**src/rtl/sentinel_pkg.sv**
```systemverilog
// Shared types and defaults for the Sentinel key front-end.
// Key width, throttle states and parameter defaults.
package sentinel_pkg;
  localparam int KEY_W = 8;
  localparam int DEBOUNCE_CYCLES_DEF = 4;
  localparam int MAX_ATTEMPTS_DEF = 3;
  localparam int BACKOFF_CYCLES_DEF = 1024;

  typedef enum logic {
    OPEN,
    BACKOFF
  } throttle_e;
endpackage

```
**src/rtl/sentinel_sync2.sv**
```systemverilog
// Two-flop synchroniser for an asynchronous bus.
// Both stages reset to zero; nothing sits between them.
module sentinel_sync2 #(
  parameter int W = 8
) (
  input  logic         clk,
  input  logic         rst_n,
  input  logic [W-1:0] d,
  output logic [W-1:0] q
);
  logic [W-1:0] meta;

  always_ff @(posedge clk or negedge rst_n) begin
    if (!rst_n) begin
      meta <= '0;
      q    <= '0;
    end else begin
      meta <= d;
      q    <= meta;
    end
  end
endmodule

```
**src/rtl/sentinel_key_conditioner.sv**
```systemverilog
// Debounces the DIP key and rate-limits accepted key changes.
// Too many attempts blank the key port for a backoff window.
module sentinel_key_conditioner #(
  parameter int KEY_W = sentinel_pkg::KEY_W,
  parameter int DEBOUNCE_CYCLES = sentinel_pkg::DEBOUNCE_CYCLES_DEF,
  parameter int MAX_ATTEMPTS = sentinel_pkg::MAX_ATTEMPTS_DEF,
  parameter int BACKOFF_CYCLES = sentinel_pkg::BACKOFF_CYCLES_DEF
) (
  input  logic             clk,
  input  logic             rst_n,
  input  logic             ena,
  input  logic [KEY_W-1:0] raw_key,
  input  logic             clear_attempts,
  output logic [KEY_W-1:0] key_out,
  output logic             key_stable,
  output logic             key_strobe,
  output logic             throttled,
  output logic [3:0]       attempt_cnt
);
  import sentinel_pkg::*;

  localparam int CW = $clog2(DEBOUNCE_CYCLES);
  localparam int TW = $clog2(BACKOFF_CYCLES) + 1;
  localparam logic [CW-1:0] CNT_MAX = CW'(DEBOUNCE_CYCLES - 1);
  localparam logic [TW-1:0] T_LOAD = TW'(BACKOFF_CYCLES - 1);
  localparam logic [3:0] ATT_MAX = 4'(MAX_ATTEMPTS);

  logic [KEY_W-1:0] sync_key;
  logic [KEY_W-1:0] candidate;
  logic [CW-1:0]    count;
  logic [TW-1:0]    timer;
  throttle_e        state;

  logic settled;
  logic commit;
  logic bump;
  logic trip;

  sentinel_sync2 #(.W(KEY_W)) u_sync (
    .clk   (clk),
    .rst_n (rst_n),
    .d     (raw_key),
    .q     (sync_key)
  );

  assign settled = (count == CNT_MAX);
  assign commit  = (state == OPEN) & ena & settled
                 & (candidate != key_out);
  assign bump    = commit & (|candidate) & (attempt_cnt != 4'hF);
  // Only an increment that survives a same-edge clear can trip backoff.
  assign trip    = bump & ~clear_attempts
                 & ((attempt_cnt + 4'd1) == ATT_MAX);

  assign key_stable = (state == OPEN) & ena & settled
                    & (candidate == key_out);
  assign throttled  = (state == BACKOFF);

  always_ff @(posedge clk or negedge rst_n) begin
    if (!rst_n) begin
      candidate   <= '0;
      count       <= '0;
      key_out     <= '0;
      key_strobe  <= 1'b0;
      attempt_cnt <= '0;
      timer       <= '0;
      state       <= OPEN;
    end else begin
      if (sync_key != candidate) begin
        candidate <= sync_key;
        count     <= '0;
      end else if (count != CNT_MAX) begin
        count <= count + 1'b1;
      end

      key_strobe <= 1'b0;

      unique case (state)
        OPEN: begin
          if (!ena) begin
            key_out <= '0;
          end else if (commit) begin
            key_out    <= candidate;
            key_strobe <= 1'b1;
          end
          if (clear_attempts) begin
            attempt_cnt <= '0;
          end else if (bump) begin
            attempt_cnt <= attempt_cnt + 4'd1;
          end
          if (trip) begin
            state <= BACKOFF;
            timer <= T_LOAD;
          end
        end
        BACKOFF: begin
          key_out <= '0;
          if (timer == '0) begin
            state       <= OPEN;
            attempt_cnt <= '0;
          end else begin
            timer <= timer - 1'b1;
          end
        end
        default: state <= OPEN;
      endcase
    end
  end
endmodule

```
**config.mk**
```make
export PLATFORM = sky130hd
export DESIGN_NAME = sentinel_key_conditioner
export DESIGN_NICKNAME = d
export VERILOG_FILES = /design/src/rtl/sentinel_pkg.sv /design/src/rtl/sentinel_sync2.sv /design/src/rtl/sentinel_key_conditioner.sv
export SDC_FILE = /design/constraint.sdc
export NUM_CORES = 1
export LEC_CHECK = 0
export ABC_CLOCK_PERIOD_IN_PS = 3600
export CAP_MARGIN = 20
export CORE_MARGIN = 10
export CORE_UTILIZATION = 35
export CTS_BUF_LIST = sky130_fd_sc_hd__clkbuf_4 sky130_fd_sc_hd__clkbuf_8 sky130_fd_sc_hd__clkbuf_16
export DETAILED_ROUTE_END_ITERATION = 8
export SLEW_MARGIN = 20
export SYNTH_ARGS = -nofsm -noshare
export SYNTH_HDL_FRONTEND = slang
export SYNTH_HIERARCHICAL = 1
export SYNTH_SLANG_ARGS = --single-unit
```
**constraint.sdc**
```tcl
create_clock -name clk -period 3.6 [get_ports clk]
set_input_delay 0.72 -clock clk [delete_from_list [all_inputs] [get_ports clk]]
set_output_delay 0.72 -clock clk [all_outputs]
set_load 0.01 [all_outputs]
```
==> results of run 1 <==
cell families after synthesis:
family,Yosys count,synth area share
AO/OA/AOI/OAI,30,0.103
XOR/XNOR,17,0.0637
adder cells (fa/ha/maj),5,0.0268
buffers and inverters,29,0.0541
flip-flops,51,0.546
multiplexers,12,0.0514
AND/OR/NAND/NOR,64,0.154
flip-flops by register name (all words and copies together) (netlist names):
| signal | flops |
|---|---|
| count | 2 |
| attempt_cnt | 4 |
| throttled | 1 |
| key_out | 8 |
| candidate | 8 |
| key_strobe | 1 |
| u_sync/meta | 8 |
| timer | 11 |
| u_sync/q | 8 |
worst register-to-register path, stage by stage, from the launching register on:
cell and delay [ns]:
dfrtp_1 0.41, inv_1 0.12, ha_1 0.16, or4b_4 0.50, nor4_4 0.31, nor2_2 0.21
a21oi_2 0.29, mux2i_1 0.12
cell type report:
| cell class | count | area (um2) | share of cell area |
|---|---|---|---|
| flip-flops and latches | 51 | 1280 | 0.467 |
| well taps | 77 | 96.3 | 0.0352 |
| multi-input cells | 128 | 933 | 0.341 |
| clock buffers | 5 | 68.8 | 0.0252 |
| inverters | 16 | 60.1 | 0.0220 |
| repair buffers | 28 | 270 | 0.0989 |
| clock inverters | 3 | 28.8 | 0.0105 |
worst paths after layout:
check / startpoint / end / slack (ns) / cells past startpoint
worst max-delay path: ena / key_stable / 0.66 / 4
worst min-delay path: u_sync/meta[2]$_DFF_PN0_ / u_sync/q[2]$_DFF_PN0_ / 0.36 / 0
worst max register to register: timer[0]$_DFFE_PN0P_ / timer[0]$_DFFE_PN0P_ / 1.34 / 7
worst min register to register: u_sync/meta[2]$_DFF_PN0_ / u_sync/q[2]$_DFF_PN0_ / 0.36 / 0
max in group asynchronous: rst_n / u_sync/q[2]$_DFF_PN0_ / 2.47 / 2
min in group asynchronous: rst_n / key_strobe$_DFF_PN0_ / 0.39 / 1
metrics by stage:
stage / cells / power (mW) / util / setup WS [ns]
6_report: 308 / 0.996 / 0.426 / 0.656
4_1_cts: 308 / 1.02 / 0.426 / 0.611
2_1_floorplan: 208 / 0.624 / - / 1.59
5_1_grt: 308 / 1.05 / 0.426 / 0.537
3_3_place_gp: 300 / 0.651 / 0.410 / 0.597
3_5_place_dp: 300 / 0.652 / 0.410 / 0.644
per-layer routing:
metal / share of wire / wire length, um
met4: 0.012 / 54
met3: 0.062 / 274
met1: 0.46 / 2020
met2: 0.46 / 2040
met5: 0 / 0
cell usage after synthesis (3+ instances only):
library cell and n:
dfrtp_1 51, nand2_1 18, inv_1 16, mux2i_1 12
nor2_1 12, xor2_1 9, clkbuf_1 8, xnor2_1 8
nor4_1 7, nor3_1 6, a21oi_1 5, ha_1 5
a31oi_1 3, o31ai_1 3
power by group:
part | internal, mW | total, mW | switching [mW]
clock network | 0.147 | 0.358 | 0.211
logic | 0.0196 | 0.0415 | 0.0219
registers | 0.586 | 0.596 | 0.0104
==> reports/results.ini, run 1 <==
[synth]
ys.flop_type=dfrtp_1
ys.warnings.count=6
netlist.area_leader.share=0.546
synth_area_leader_cell=dfrtp_1
synthesis.area_mm2=0.00234
yosys-top-cells-area=dfrtp_1 (55%), mux2i_1 (5.1%), xor2_1 (3.4%)
netlist-cell-type-count=48
synthCells=208
syn-num-nets=225
avgSynthCellArea_um2=11.2
ys_ff_latch=51
ys_seq_area_frac=0.546
synth-async-reset-ratio=1.00
synth_edf_count=0

[place]
post_dp_cell_area_mm2=0.00264
io_buffers=26
post-dp-hpwl_mm=3.19
gp_congestion=0.748

[timing]
finalMaxSlewViolations=0
max_slew.worst_pin.slew_ns=0.677
hold_viol_final=0
maxSlewHeadroom=0.548
rsz0062_at_grt=no
totalNegativeSetupSlack_ns=0
min_period_ns=2.94
fmax_mhz=340
fin_crit_sh=0.818
final-setup-viol-count=0
worst_hold_slack_ns=0.356
finalClockSkew_ns=0.00664

[status]
status=finished clean

[drt]
wl_per_cell_um=14.3
ant_nets=0
firstDrtPassIters=4
vias=1536
viasPerCell=4.99
routed_wl_mm=4.39
drt_iter0_drc=49
drc=0

[floorplanning]
ioPinCount=27
die_w_um=102
row_count=29
core_mm2=0.00642
die_y_um=102
initial_utilization=0.364
die_area_mm2=0.0103

[grt]
grt_antenna_before_repair=0
track_usage=0.0931
top_usage_layer=met2
grt_pass1_wl_mm=7.58
grt_max_degree=28
grtUsageMet1=0.113
use_met3=0.0381
grt_use_met2=0.146
grt_pass1_vias=1566
overflow=0

[cts]
cts_resized=0
cts_inserted_buffers=5
cts_setup_buffers=0
clk_latency_ns=0.31
postCtsHoldBufs=0
cts_tree=done
clkSinkCount=51
root_buffer=clkbuf_8
cts.htree.levels=2
clk_pin_slew_worst_paths_ns=0.10
clk_path_buf_depth=2

[layout]
antenna_cells=0
final_cell_mix=dfrtp_1 (51), clkdlybuf4s50_1 (25), nand2_1 (18)
drive_above_1_share=0.0909
syn_to_final_growth_pct=17.0
nFillCells=606
layout.nets=247
final_area_mm2=0.00273
final_common_cell=dfrtp_1

[setup_path]
crit_family=buffers and inverters
cp.arrival_ns=2.22
worstSetupPathType=in -> out
crit_required_ns=2.88
crit_top_cell=clkdlybuf4s50_1
slowest_stage=clkdlybuf4s50_1
end_kind=output port
crit_path_start_kind=input pin
cp_cell_sequence=clkdlybuf4s50_1 -> nand3b_1 -> nor3_1 -> clkdlybuf4s50_1
cp_num_buf_inv=2
cp_max_fo=3
worst_path_largest_cell_delay_ns=0.59

[power_and_ir_drop]
vdd_drop_max_mv=0.227
p_leak_nw=1.17
power_density_mw_per_mm2=364

[job]
drv_cap=0

[worst_hold_path]
hold_path.class=reg -> reg

No activity file was read; power rests on OpenSTA's default activity.
==> run 2: changes to the inputs <==
--- a/config.mk
+++ b/config.mk
@@ -5,7 +5,7 @@
 export SDC_FILE = /design/constraint.sdc
 export NUM_CORES = 1
 export LEC_CHECK = 0
-export ABC_CLOCK_PERIOD_IN_PS = 3600
+export ABC_CLOCK_PERIOD_IN_PS = 2670
 export CAP_MARGIN = 20
 export CORE_MARGIN = 10
 export CORE_UTILIZATION = 35
==> constraint.sdc (replaced) <==
create_clock -name clk -period 2.67 [get_ports clk]
set_input_delay 0.534 -clock clk [delete_from_list [all_inputs] [get_ports clk]]
set_output_delay 0.534 -clock clk [all_outputs]
set_load 0.01 [all_outputs]
==> run 2 against run 1 <==
Clock skew rose by 0.0057 ns. Utilization rose by 0.55 points. Global-route usage is 0.11 points lower. Final cell count rose by 1.3%. Combinational power up 40%. Final area up 1.3%. Clock power rose by 35%. Total power up 35%. Sequential share of layout area down 0.59 points. Register-to-register slack got worse by 0.91 ns. Die area unchanged. Critical path type unchanged. Largest cell class unchanged.
==> reports/results.ini, run 2 (same netlist as run 1, synthesis figures left out) <==
[cts]
cts.htree.levels=2
clkSinkCount=51
clk_path_buf_depth=2
postCtsHoldBufs=0
clk_latency_ns=0.31
clk_pin_slew_worst_paths_ns=0.11
cts_tree=done
root_buffer=clkbuf_8
cts_inserted_buffers=5

[setup_path]
regToRegSetupSlack_ns=0.43
critical_path.endpoint=key_stable
cp_max_fo=2
r2r_end=timer[0]$_DFFE_PN0P_
worstSetupPathType=in -> out
reg2reg_from=timer[0]$_DFFE_PN0P_
worstSetupStartpoint=ena
crit_required_ns=2.14
rr_worst_depth=7
end_kind=output port
cp.arrival_ns=1.97
crit_path_start_kind=input pin

[layout]
final_common_cell=dfrtp_1
antenna_cells=0
top_register=timer
final_util=0.431
final_cell_mix=dfrtp_1 (51), clkdlybuf4s50_1 (25), nand2_1 (18)
final_area_mm2=0.00277
syn_to_final_growth_pct=18.5
largest_reg_flops=11
nFillCells=604
drive_above_1_share=0.111
layout.nets=251

[floorplanning]
die_w_um=102
row_count=29
initial_utilization=0.364
ioPinCount=27
die_y_um=102
die_area_mm2=0.0103
core_mm2=0.00642

[timing]
fmax_mhz=399
setup_ws_ns=0.166
finalMaxSlewViolations=0
final-setup-viol-count=0
min_period_ns=2.50
hold_viol_final=0
totalNegativeSetupSlack_ns=0
finalClockSkew_ns=0.0124
max_slew.worst_pin.slew_ns=0.678
maxSlewHeadroom=0.547
fin_crit_sh=0.938
rsz0062_at_grt=no

[grt]
grt_use_met2=0.146
use_met3=0.0279
overflow=0
grt_max_degree=20
top_usage_layer=met2
grtUsageMet1=0.115
grt_pass1_vias=1532
grt_pass1_wl_mm=7.62
track_usage=0.0920
grt_antenna_before_repair=0

[worst_hold_path]
hold_path.class=in -> async

[drt]
drc=0
ant_nets=0
vias=1576
drt_iter0_drc=54
wl_per_cell_um=14.4
routed_wl_mm=4.50
viasPerCell=5.05
firstDrtPassIters=4

[status]
status=finished clean

[place]
io_buffers=26
post-place-ws_ns=0.157
post-dp-hpwl_mm=3.29
gp_congestion=0.795
post_dp_cell_area_mm2=0.00266

[power_and_ir_drop]
power_density_mw_per_mm2=487
p_leak_nw=1.19
vdd_drop_max_mv=0.296
power_mw=1.35

[job]
drv_cap=0

run 2: worst max-delay path, stage by stage:
cell and delay [ns]:
clkdlybuf4s50_1 0.50, nand3b_1 0.14, nor3_2 0.23, clkdlybuf4s50_1 0.57
run 2: metrics by stage:
step	hold slack [ns]	std cells
3_5_place_dp	0.336	303
2_1_floorplan	0.238	208
4_1_cts	0.164	311
6_report	0.149	312
5_1_grt	0.176	312
3_3_place_gp	0.332	303
run 2: timing repair:
action                                  in CTS  in global routing
resized for setup                            0                  1
setup buffers                                0                  1
endpoints found under the setup margin       0                  1
run 2: power breakdown:
part	leakage (nW)	internal [mW]	switching [mW]
Sequential	0.610	0.790	0.0144
Clock	0.0511	0.198	0.287
Combinational	0.526	0.0279	0.0304
Total	1.19	1.02	0.332
run 2: layer usage:
layer	vias up	part of all wire	wire, um
met1	775	0.46	2070
met2	25	0.48	2160
li1	769	-	-
met4	0	0.014	63
met3	7	0.046	205
met5	-	0	0
run 2: cell type report:
| type | instances | area, um2 | area share |
|---|---|---|---|
| repair buffers | 32 | 300 | 0.108 |
| well taps | 77 | 96.3 | 0.0348 |
| inverters | 16 | 60.1 | 0.0217 |
| clock inverters | 3 | 28.8 | 0.0104 |
| flip-flops and latches | 51 | 1280 | 0.461 |
| multi-input cells | 128 | 938 | 0.339 |
| clock buffers | 5 | 68.8 | 0.0249 |
run 2: how the worst min path moves through the flow:
| stage | end | depth (start not counted) | slack, ns |
|---|---|---|---|
| 6_report | timer[10]$_DFFE_PN0P_ | 1 | 0.15 |
| 5_1_grt | key_out[6]$_DFFE_PN0P_ | 1 | 0.18 |
| 4_1_cts | key_out[6]$_DFFE_PN0P_ | 1 | 0.16 |
| 3_5_place_dp | u_sync/q[0]$_DFF_PN0_ | 0 | 0.34 |
| 3_3_place_gp | u_sync/q[5]$_DFF_PN0_ | 0 | 0.33 |
| 2_1_floorplan | attempt_cnt[0]$_DFFE_PN0P_ | 0 | 0.24 |
